[src/rtl/branch_resolver.sv]
// Four-stage branch resolver for a barrel-threaded pipeline: PC match, condition
// evaluation against ALU flags, registered taken/target, and per-thread taken counters.
module branch_resolver #(
   parameter int PC_WIDTH     = 10,
   parameter int COND_WIDTH   = 3,
   parameter int LINK_WIDTH   = 10,
   parameter int THREAD_COUNT = 8,
   parameter int THREAD_WIDTH = 3,
   parameter int COUNT_WIDTH  = 16
) (
   input  logic                    clock,
   input  logic                    reset_n,
   input  logic                    in_valid,
   input  logic [THREAD_WIDTH-1:0] in_thread,
   input  logic [PC_WIDTH-1:0]     in_PC,
   input  logic [PC_WIDTH-1:0]     PC_match,
   input  logic [COND_WIDTH-1:0]   branch_condition,
   input  logic [2:0]              flags,
   input  logic [LINK_WIDTH-1:0]   BBC_link,
   output logic                    out_valid,
   output logic [THREAD_WIDTH-1:0] out_thread,
   output logic                    branch_taken,
   output logic [LINK_WIDTH-1:0]   branch_target,
   input  logic                    count_clear,
   input  logic [THREAD_WIDTH-1:0] count_clear_thread,
   input  logic [THREAD_WIDTH-1:0] count_read_thread,
   output logic [COUNT_WIDTH-1:0]  count_read_value
);

   // flags = {A_negative, A_zero, B_zero}
   function automatic logic eval_cond(input logic [COND_WIDTH-1:0] c, input logic [2:0] f);
      logic r;
      case (c)
         COND_WIDTH'(0): r = 1'b0;
         COND_WIDTH'(1): r = 1'b1;
         COND_WIDTH'(2): r = f[1];
         COND_WIDTH'(3): r = ~f[1];
         COND_WIDTH'(4): r = f[2];
         COND_WIDTH'(5): r = ~f[2];
         COND_WIDTH'(6): r = f[0];
         COND_WIDTH'(7): r = ~f[0];
         default:        r = 1'b0;
      endcase
      return r;
   endfunction

   logic                    v1_q, v1_d, hit1_q, hit1_d;
   logic [THREAD_WIDTH-1:0] t1_q, t1_d;
   logic                    v2_q, v2_d, hit2_q, hit2_d;
   logic [THREAD_WIDTH-1:0] t2_q, t2_d;
   logic [COND_WIDTH-1:0]   cond2_q, cond2_d;
   logic                    v3_q, v3_d, take3_q, take3_d;
   logic [THREAD_WIDTH-1:0] t3_q, t3_d;
   logic                    out_valid_q, out_valid_d, branch_taken_q, branch_taken_d;
   logic [THREAD_WIDTH-1:0] out_thread_q, out_thread_d;
   logic [LINK_WIDTH-1:0]   branch_target_q, branch_target_d;
   logic [COUNT_WIDTH-1:0]  cnt_q [THREAD_COUNT];
   logic [COUNT_WIDTH-1:0]  cnt_d [THREAD_COUNT];

   always_comb begin
      v1_d            = in_valid;
      t1_d            = in_thread;
      hit1_d          = (in_PC == PC_match);
      v2_d            = v1_q;
      t2_d            = t1_q;
      hit2_d          = hit1_q;
      cond2_d         = branch_condition;
      v3_d            = v2_q;
      t3_d            = t2_q;
      take3_d         = v2_q & hit2_q & eval_cond(cond2_q, flags);
      out_valid_d     = v3_q;
      out_thread_d    = t3_q;
      branch_taken_d  = take3_q;
      branch_target_d = take3_q ? BBC_link : '0;
   end

   // A clear of the same thread overrides a coincident increment.
   always_comb begin
      for (int i = 0; i < THREAD_COUNT; i++) begin
         cnt_d[i] = cnt_q[i];
         if (take3_q && (32'(t3_q) == i) && (cnt_q[i] != '1))
            cnt_d[i] = cnt_q[i] + 1'b1;
         if (count_clear && (32'(count_clear_thread) == i))
            cnt_d[i] = '0;
      end
   end

   always_ff @(posedge clock or negedge reset_n) begin
      if (!reset_n) begin
         v1_q            <= 1'b0;
         t1_q            <= '0;
         hit1_q          <= 1'b0;
         v2_q            <= 1'b0;
         t2_q            <= '0;
         hit2_q          <= 1'b0;
         cond2_q         <= '0;
         v3_q            <= 1'b0;
         t3_q            <= '0;
         take3_q         <= 1'b0;
         out_valid_q     <= 1'b0;
         out_thread_q    <= '0;
         branch_taken_q  <= 1'b0;
         branch_target_q <= '0;
         for (int i = 0; i < THREAD_COUNT; i++) cnt_q[i] <= '0;
      end else begin
         v1_q            <= v1_d;
         t1_q            <= t1_d;
         hit1_q          <= hit1_d;
         v2_q            <= v2_d;
         t2_q            <= t2_d;
         hit2_q          <= hit2_d;
         cond2_q         <= cond2_d;
         v3_q            <= v3_d;
         t3_q            <= t3_d;
         take3_q         <= take3_d;
         out_valid_q     <= out_valid_d;
         out_thread_q    <= out_thread_d;
         branch_taken_q  <= branch_taken_d;
         branch_target_q <= branch_target_d;
         for (int i = 0; i < THREAD_COUNT; i++) cnt_q[i] <= cnt_d[i];
      end
   end

   assign out_valid     = out_valid_q;
   assign out_thread    = out_thread_q;
   assign branch_taken  = branch_taken_q;
   assign branch_target = branch_target_q;

   // Out-of-range thread ids read as zero.
   always_comb begin
      count_read_value = '0;
      if (32'(count_read_thread) < THREAD_COUNT)
         count_read_value = cnt_q[count_read_thread];
   end

endmodule

[config.mk]
export PLATFORM = sky130hd
export DESIGN_NAME = branch_resolver
export DESIGN_NICKNAME = d
export VERILOG_FILES = /design/src/rtl/branch_resolver.sv
export SDC_FILE = /design/constraint.sdc
export NUM_CORES = 1
export LEC_CHECK = 0
export ABC_AREA = 1
export CAP_MARGIN = 30
export CORE_ASPECT_RATIO = 1.1
export CORE_MARGIN = 2
export CORE_UTILIZATION = 45
export CTS_CLUSTER_DIAMETER = 120
export CTS_CLUSTER_SIZE = 28
export DETAILED_ROUTE_END_ITERATION = 7
export PLACE_DENSITY = 0.67
export SLEW_MARGIN = 20
export SYNTH_ARGS = -nofsm -noshare
export SYNTH_HDL_FRONTEND = slang
export SYNTH_SLANG_ARGS = --single-unit
[constraint.sdc]
create_clock -name clock -period 1.6 [get_ports clock]
set_input_delay 0.32 -clock clock [delete_from_list [all_inputs] [get_ports clock]]
set_output_delay 0.32 -clock clock [all_outputs]
set_load 0.01 [all_outputs]
* Word-level counts from Yosys, hierarchy flattened
Cells that the tools add are included.
** Storage, ports and cells
- Flip-flop bits (word level) :: 161
- Input bits :: 49
- Output and inout port bits :: 31
- Word-level logic and storage cells :: 123
** Operators by class
- Add/subtract/negate cells :: 8
- Magnitude comparators :: 1
- Equality and inequality tests :: 30
- Multiplexer cells :: 21
- Bitwise gates (word level) :: 6
- Reduce and logical (&&, ||, !) cells :: 35
** Operator list (number)
- 16-bit 2-to-1 mux :: 18
- 16-bit by 1-bit adder with 16-bit output, second input constant :: 8
- 16-bit inequality test, second input constant :: 8
- 16-bit binary-select mux with 3-bit select :: 1
- 3-bit equality test, second input constant :: 12
- 1-bit logical AND :: 24
- 3-bit by 2-bit equality test with 1-bit output, second input constant :: 6
- 2-bit nonzero test :: 8
- 10-bit equality test :: 1
- 10-bit 2-to-1 mux :: 1
- 3-bit by 1-bit equality test with 1-bit output, second input constant :: 3
- 3-bit logical NOT :: 3
- 1-bit case mux with 8 select lines :: 1
- 4-bit greater-or-equal comparator, second input constant :: 1
- 3-bit NOT with 4-bit output :: 1
- 1-bit NOT :: 3
- 1-bit AND :: 2

* Logic depth before layout (Yosys ltp)
Gate-level depths: netlist of the first run.
- Word-level depth :: 5
- Gate-level depth with buffers :: 10
- Depth with buffers taken out :: 10

* Least setup slack after synthesis of the first run
No wires, ideal clock.
- Path kind :: input to output
- From :: input count_read_thread[0]
- To :: output count_read_value[1]
- Arrival :: 1.295 ns
- Data required time :: 1.280 ns
- Path slack :: -0.015 ns
- Stages on the path :: 8
- Buffers on the path :: 3
- Cells stage by stage :: buf_2 -> inv_1 -> buf_2 -> clkbuf_1 -> o21ai_0 -> o22ai_1 -> nand2_1 -> nand2_1
** On the way
- Longest elaborated chain between the ends :: 4
** Ends and longest elaborated chain
- start: declaration :: RTL line 26 : input logic [THREAD_WIDTH-1:0] count_read_thread,
- 3-bit NOT with 4-bit output (not written as such) :: RTL line 133 : count_read_value = cnt_q[count_read_thread];
- 16-bit binary-select mux with 3-bit select :: RTL line 133
- 16-bit 2-to-1 mux (not written as such) (2 in a row) :: RTL line 133
- end: declaration :: RTL line 27 : output logic [COUNT_WIDTH-1:0] count_read_value
No other way between the ends. The select of a mux whose other input is x is not followed.

* Worst setup path in the final report of the first run
- From :: register cnt_q[36] (netlist bit)
- To :: output count_read_value[4]
** On the way
- Longest elaborated chain between the ends :: 3
** Ends and longest elaborated chain
- start: declaration :: RTL line 57 : logic [COUNT_WIDTH-1:0] cnt_q [THREAD_COUNT];
- 16-bit binary-select mux with 3-bit select :: RTL line 133
- 16-bit 2-to-1 mux (not written as such) (2 in a row) :: RTL line 133
No other way between the ends. The select of a mux whose other input is x is not followed.

==> impl_results.rst, run 1 <==
.. list-table::
   :header-rows: 1

   * - Metric
     - Value
   * - Share of layout cells above drive strength 1
     - 37.4%
   * - Sort of element at the start of the critical path
     - register
   * - Mean number of vias per cell
     - about 5.4
   * - Post-synthesis sequential area ratio
     - roughly two fifths
   * - Clock tree root driver cell
     - clkbuf_16
   * - CTS buffer count
     - 17
   * - Aggregate negative setup slack
     - -5280 ps
   * - Number of warnings printed during yosys synthesis
     - 0
   * - Number of nets with antenna violations after routing
     - 0
   * - Clock tree from TritonCTS
     - done
   * - Detail-routed net length per standard cell
     - about 17 µm
   * - Effective utilization at floorplan
     - a little under half
   * - Data arrival at the endpoint of the critical path
     - between 1500 and 2000 ps
   * - Remaining global-route overflow
     - 0
   * - Die W
     - about 150 µm
   * - Reg-to-reg slack, setup
     - -90 ps
   * - Number of nets at the end of the flow
     - roughly 2000
   * - Max transition margin
     - 73.8%
   * - Worst slack on hold paths
     - 241 ps
   * - Data required time at the worst endpoint
     - between 1000 and 1500 ps
   * - Final number of setup-violating endpoints
     - 71
   * - Crit Reg-Reg Endpoint
     - cnt_q[51]$_DFFE_PN0P_
   * - Kind of end point of the critical path
     - output pin
   * - Synth Cell Area
     - around 0.010 mm²
   * - Clock transition at path regs
     - ~70 ps
   * - Instance area at placement
     - around 0.014 mm²
   * - Reg-to-reg critical path startpoint
     - cnt_q[52]$_DFFE_PN0P_
   * - Library cells used by synthesis
     - 37
   * - Die area
     - ~0.024 mm²
   * - Via count of the first global-routing pass
     - about 11000
   * - Initial DRC count
     - 1081
   * - Top Ports
     - 80
   * - Final hold viol count
     - 0
   * - Clock sink count
     - 161
   * - Skew final
     - between 10 and 15 ps
   * - Chip height
     - approximately 160 µm
   * - First-pass GRT wire length
     - between 50000 and 60000 µm
   * - Critical Path Fanout Max
     - 2
   * - Worst setup path category
     - register to output pin
   * - Instance count of the mapped netlist
     - approximately 1500
   * - First-pass iteration count of the detailed router
     - 8
   * - Post-Layout Inst Area
     - ~0.016 mm²
   * - Maximum clock rate
     - 0.529 GHz
   * - Vias after detailed routing
     - between 10000 and 15000
   * - Post-detailed-placement half-perimeter wirelength
     - roughly 26000 µm
   * - Clock latency reported for the late side of the worst-skew pair
     - 450 ps
   * - Total power density per cell area
     - around 590 mW/mm²
   * - # rows
     - 58
   * - Synthesized area per cell
     - 6.76 µm²
   * - Failing checks
     - setup timing
   * - Diodes inserted
     - 0
   * - Routability Congestion
     - roughly 0.97
   * - Number of antenna violations at the first check in global routing
     - 0
   * - Length in cells of the worst reg-to-reg path
     - 10
   * - Post-synth net total
     - about 1600
   * - Area Overhead vs Synth
     - 53.7%
   * - Max VDD drop
     - between 0.0005 and 0.0006 V
   * - Routed wire length
     - 37600 µm
   * - Unrepaired setup endpoints after global routing
     - yes
   * - Synth Register Bits
     - approximately 160
   * - Overall Global Routing Usage
     - 29.3%
   * - Placement Setup Slack
     - -981 ps
   * - Port bufs
     - approximately 80
   * - Shortest clock period the worst path allows after layout
     - around 1900 ps
   * - CTS H-Tree Depth
     - 4
   * - Final worst slack
     - -290 ps
   * - Path class of the lowest-slack min-delay path
     - input pin to async pin
   * - Remaining design rule violation count
     - 0
   * - Tightest Pin Transition
     - between 300 and 400 ps
   * - Standard cell core area
     - 0.0229 mm²
   * - Run status
     - finished with violations
   * - Tcrit/Tclk final
     - 118%
   * - Pin count of the biggest net entering global routing
     - between 60 and 70
   * - Number of max-cap violations
     - 0
   * - Leakage power
     - between 7 and 8 nW
   * - Slew Viols, Final
     - 0
   * - Number of buffers between clock root and the deepest sink
     - 2
-- cells by family after synthesis --
group / synth area share (%)
AND/OR/NAND/NOR: 39.2
AO/OA/AOI/OAI: 11.4
buffers and inverters: 7.24
flip-flops: 38.6
XOR/XNOR: 2.60
adder cells (fa/ha/maj): 0.959
-- worst max-delay path by stage --
| stage | slack [ps] | cells after the start | end | startpoint |
|---|---|---|---|---|
| 2_1_floorplan | 6 | 8 | count_read_value[11] | count_read_thread[0] |
| 3_3_place_gp | -940 | 7 | count_read_value[10] | count_read_thread[1] |
| 3_5_place_dp | -980 | 7 | count_read_value[10] | count_read_thread[1] |
| 4_1_cts | -280 | 6 | count_read_value[4] | cnt_q[36]$_DFFE_PN0P_ |
| 5_1_grt | -320 | 6 | count_read_value[7] | cnt_q[55]$_DFFE_PN0P_ |
| 6_report | -290 | 6 | count_read_value[4] | cnt_q[36]$_DFFE_PN0P_ |
-- synth_stat cells, drive strengths merged --
master | count | area share, %
buf | 17 | 1.2
nand3b | 1 | 0.072
o21a | 11 | 0.79
nor2 | 216 | 8.8
nand2 | 517 | 19
inv | 142 | 5.2
clkinv | 2 | 0.072
nand4 | 62 | 3.7
o22ai | 6 | 0.36
o211ai | 4 | 0.29
nand3 | 117 | 5.6
a21o | 1 | 0.072
o21bai | 9 | 0.75
xnor2 | 4 | 0.34
o21ai | 114 | 5.5
a211oi | 1 | 0.072
nor3 | 14 | 0.77
dfrtp | 161 | 39
xor2 | 27 | 2.3
ha | 8 | 0.96
or2 | 13 | 0.78
clkbuf | 24 | 0.86
a21oi | 74 | 3.5
-- metrics by stage --
step	util, %	instances	power (mW)
global placement	59.3	2158	5.16
detailed placement	59.3	2158	5.17
floorplan	-	1545	4.62
global route	70.2	2270	9.76
CTS	65.6	2240	9.42
finish	70.2	2270	9.44
-- sequential cells by signal, indices dropped and copies added, names as in the netlist, 3 cells and up --
name and flops:
out_thread 3, cond2_q 3, t1_q 3, cnt_q 128, t2_q 3, branch_target 10, out_thread_d 3
-- per-layer routing --
metal	wire [µm]	GRT usage (%)	up-vias
li1	-	-	5862
met2	18300	49.5	551
met5	0	0	-
met1	14800	38.1	5831
met4	1610	10.9	0
met3	2900	4.67	119
-- worst max-delay path: stages (launching register included) --
cell     delay [ps]
dfrtp_1         390
inv_2           130
a21oi_2          70
o21ai_1         100
o21ai_1         110
o21a_1          190
buf_2           140
-- where the power goes --
part	switching (mW)	internal [mW]	leakage (nW)
Combinational	0.582	0.465	5.36
Sequential	0.0455	4.12	2.17
Clock	2.10	2.13	0.296
Total	2.73	6.71	7.83
-- cell usage in the layout, fill, tap and decap left out, types with 25 or more instances in the layout --
master	Yosys	routed
nand2_1	485	409
buf_4	3	278
dfrtp_1	161	148
nor2_1	196	140
nand3_1	117	102
inv_1	135	91
nand2_2	29	83
nand4_1	62	62
buf_6	2	62
o21ai_1	1	55
a21oi_1	74	48
o21ai_0	111	45
clkdlybuf4s50_1	0	44
inv_2	6	42
nor2_4	8	42
nor2_2	11	36
xor2_1	27	27
a21oi_2	0	26
nand2_4	3	25
-- final cells by class --
class / count / area [µm²]
clock buffers: 17 / 425
repair buffers: 427 / 3690
multi-input cells: 1202 / 6700
well taps: 300 / 375
repair inverters: 4 / 33.8
inverters: 144 / 594
clock inverters: 15 / 176
fillers: 1816 / 6810
flip-flops and latches: 161 / 4050
-- what timing repair did --
action / 4_1_cts / 5_1_grt
endpoints found under the hold margin: 161 / 0
hold buffers: 1 / 0
pin swaps: 59 / 119
resized for setup: 292 / 276
endpoints found under the setup margin: 146 / 144
cloned: 5 / 4
setup buffers: 48 / 38
Note: power is estimated with default switching activity, not from simulation.
==> run 2, diff against run 1 <==
==> constraint.sdc (replaced) <==
create_clock -name clock -period 1.61 [get_ports clock]
set_input_delay 0.322 -clock clock [delete_from_list [all_inputs] [get_ports clock]]
set_output_delay 0.322 -clock clock [all_outputs]
set_load 0.01 [all_outputs]
==> run 2 against run 1 <==
The flow still finishes with violations (setup timing). Final area up 1.2%. First-iteration DRC count down 0.74%. Sequential power about the same. Global-route usage up 0.19 points. Worst hold slack better by 66 ps. Clock power about the same. Wire length up 0.49%. Sequential cell count unchanged. Critical path depth unchanged. Non-clock buffer count down 1. Die area unchanged. Register-to-register slack worse by 40 ps. Critical path type unchanged. Highest routed layer unchanged.
==> impl_results.rst, run 2 (synthesis results as in run 1) <==
.. list-table::
   :header-rows: 1

   * - Metric
     - Value
   * - Final hold viol count
     - 0 (unchanged)
   * - Sort of element at the start of the critical path
     - register
   * - Overall Global Routing Usage
     - 29.5% (+0.19 points)
   * - First-pass iteration count of the detailed router
     - 6 (-2)
   * - Reg-to-reg critical path startpoint
     - cnt_q[17]$_DFFE_PN0P_
   * - Register ranked first by flip-flop count
     - cnt_q
   * - Pin count of the biggest net entering global routing
     - 61 (-6.2%)
   * - Critical Path Fanout Max
     - 2 (unchanged)
   * - Clock sink count
     - 161 (unchanged)
   * - Max transition margin
     - 74.3% (+0.47 points)
   * - Length in cells of the worst reg-to-reg path
     - 11 (+1)
   * - Unrepaired setup endpoints after global routing
     - yes
   * - Number of max-cap violations
     - 0 (unchanged)
   * - Routability Congestion
     - 0.974 (+0.10%)
   * - Number of antenna violations at the first check in global routing
     - 0 (unchanged)
   * - Maximum clock rate
     - between 0.5 and 0.6 GHz
   * - CTS buffer count
     - 17 (unchanged)
   * - Crit path buffers/inverters
     - 2 (unchanged)
   * - Clock tree root driver cell
     - clkbuf_16
   * - Tightest Pin Transition
     - 384 ps (-7.07 ps)
   * - Logic depth of the worst path, buffers included
     - 6 (unchanged)
   * - CTS H-Tree Depth
     - 4 (unchanged)
   * - Data required time at the worst endpoint
     - 1290 ps (about the same)
   * - Final number of setup-violating endpoints
     - 69 (-2.8%)
   * - Combined flip-flop and latch cell area
     - 0.00404 mm² (-0.12%)
   * - Shortest clock period the worst path allows after layout
     - roughly 1900 ps
   * - Clock latency reported for the late side of the worst-skew pair
     - 450 ps (about the same)
   * - Port bufs
     - 79 (unchanged)
   * - Remaining global-route overflow
     - 0 (unchanged)
   * - Reg-to-reg slack, setup
     - -130 ps (-40 ps)
   * - Flip-flop count of the largest register, all copies and words added
     - 128 (unchanged)
   * - Most common cell on crit path
     - o21ai_1
   * - Fin cells
     - 2267 (-0.13%)
   * - Total of fill cells in the finished design
     - 1756 (-3.3%)
   * - Standard cell core area
     - 0.0229 mm² (unchanged)
   * - Run status
     - finished with violations
   * - Detail-routed net length per standard cell
     - 16.7 µm (+0.62%)
   * - Die W
     - 149 µm (unchanged)
   * - Chip height
     - 164 µm (unchanged)
   * - Slew Viols, Final
     - 0 (unchanged)
   * - Leakage power
     - 7.96 nW (+1.7%)
   * - Mean number of vias per cell
     - 5.45 (about the same)
   * - Share of layout cells above drive strength 1
     - 37.8% (+0.41 points)
   * - Diodes inserted
     - 0 (unchanged)
   * - Worst path max stage delay
     - 390 ps (about the same)
   * - Top Ports
     - 80 (unchanged)
   * - Worst slack on hold paths
     - 307 ps (+65.6 ps)
   * - Via count of the first global-routing pass
     - 11540 (+3.6%)
   * - Skew final
     - 9.52 ps (-3.71 ps)
   * - Number of nets at the end of the flow
     - 2011 (-0.15%)
   * - Clock transition at path regs
     - 70 ps (about the same)
   * - Post-Layout Inst Area
     - 0.0162 mm² (+1.2%)
   * - Path class of the lowest-slack min-delay path
     - input pin to async pin
   * - Initial DRC count
     - 1073 (-0.74%)
   * - Leading cell type in the layout, fill and taps excluded
     - nand2_1
   * - Routed wire length
     - 37800 µm (+0.49%)
   * - Vias after detailed routing
     - 12352 (-0.089%)
   * - Kind of end point of the critical path
     - output pin
   * - Failing checks
     - setup timing
   * - Crit Reg-Reg Endpoint
     - cnt_q[24]$_DFFE_PN0P_
   * - Max VDD drop
     - 0.000604 V (+0.81%)
   * - Worst setup path category
     - register to output pin
   * - First-pass GRT wire length
     - 57000 µm (+1.2%)
   * - Post-detailed-placement half-perimeter wirelength
     - 25600 µm (-0.48%)
   * - Crit path from
     - cnt_q[36]$_DFFE_PN0P_
   * - Most frequent cells in the layout
     - nand2_1, buf_4, dfrtp_1, nor2_1, nand3_1
   * - # rows
     - 58 (unchanged)
   * - Area of the multi-input gates
     - 0.00686 mm² (+2.3%)
   * - Total power density per cell area
     - 578 mW/mm² (-1.7%)
   * - Instance area at placement
     - 0.0135 mm² (about the same)
   * - Area Overhead vs Synth
     - 55.5%
   * - Clock tree from TritonCTS
     - done
   * - Cell breakdown of the critical path
     - inv_2, a21oi_2, o21ai_1, o21ai_1, o21a_1, buf_2
   * - Slowest cell on the critical path
     - dfrtp_1
   * - Effective utilization at floorplan
     - 45.7% (unchanged)
   * - Tcrit/Tclk final
     - 117%
   * - Largest delay share family, worst path
     - compound AO/OA/AOI/OAI gates
   * - Die area
     - 0.0244 mm² (unchanged)
   * - Placed instance count
     - 2153 (-0.23%)
   * - Final worst slack
     - -274 ps (+16.4 ps)
   * - Number of buffers between clock root and the deepest sink
     - 2 (unchanged)
   * - Number of nets with antenna violations after routing
     - 0 (unchanged)
   * - Remaining design rule violation count
     - 0 (unchanged)
   * - Data arrival at the endpoint of the critical path
     - 1560 ps (about the same)
[run 2: cell types whose count changed in the layout (fill, tap and decap cells not counted), moves of 6 or more]
cell and change:
nor2_4 +6, nand3_2 +10, nand2_1 -7, nand3_1 -11, nor2_2 -12, buf_6 -8
o21ai_0 +7, nand2_4 +8, o21ai_1 -6
[run 2: worst max-delay path by stage]
stage,slack (ps),to
after floorplan,10,count_read_value[11]
after global routing,-340,count_read_value[4]
final,-270,count_read_value[4]
after CTS,-270,count_read_value[4]
after global placement,-920,count_read_value[11]
after detailed placement,-920,count_read_value[11]
[run 2: area by class of cell]
type	count	share of cell area (%)
timing repair buffer	426	23.1
tap	300	2.31
timing repair inverter	3	0.139
clock buffer	17	2.62
inverter	144	3.56
sequential	161	24.9
multi-input combinational	1201	42.2
clock inverter	15	1.13
[run 2: routing by layer]
metal / part of all wire, % / up-vias / wire length [µm] / GRT usage, %
li1: - / 5860 / - / -
met1: 40 / 5806 / 15000 / 37.8
met2: 48 / 548 / 18100 / 48.0
met3: 6.8 / 138 / 2580 / 4.86
met4: 5.6 / 0 / 2110 / 15.7
met5: 0 / - / 0 / 0
[run 2: report_power, final]
part | switching [mW] | internal, mW
combinational | 0.582 | 0.455
sequential | 0.0428 | 4.09
clock | 2.10 | 2.12
[run 2: timing repair]
action                                  in CTS  in global routing
hold buffers                                 1                  0
hold endpoints to repair                    22                  0
gates cloned                                 5                  4
buffers inserted                            45                 49
endpoints found under the setup margin     145                133
pin swaps                                   58                152
gates resized for setup                    278                300
[run 2: through the flow]
step | setup TNS (ps) | power (mW) | worst slack, ps | util, %
3_5_place_dp | -38970 | 5.14 | -919 | 59.3
5_1_grt | -13440 | 9.70 | -336 | 71.0
2_1_floorplan | 0 | 4.59 | 11.6 | -
4_1_cts | -3490 | 9.34 | -274 | 65.3
3_3_place_gp | -36050 | 5.13 | -916 | 59.3
6_report | -6600 | 9.38 | -274 | 71.0
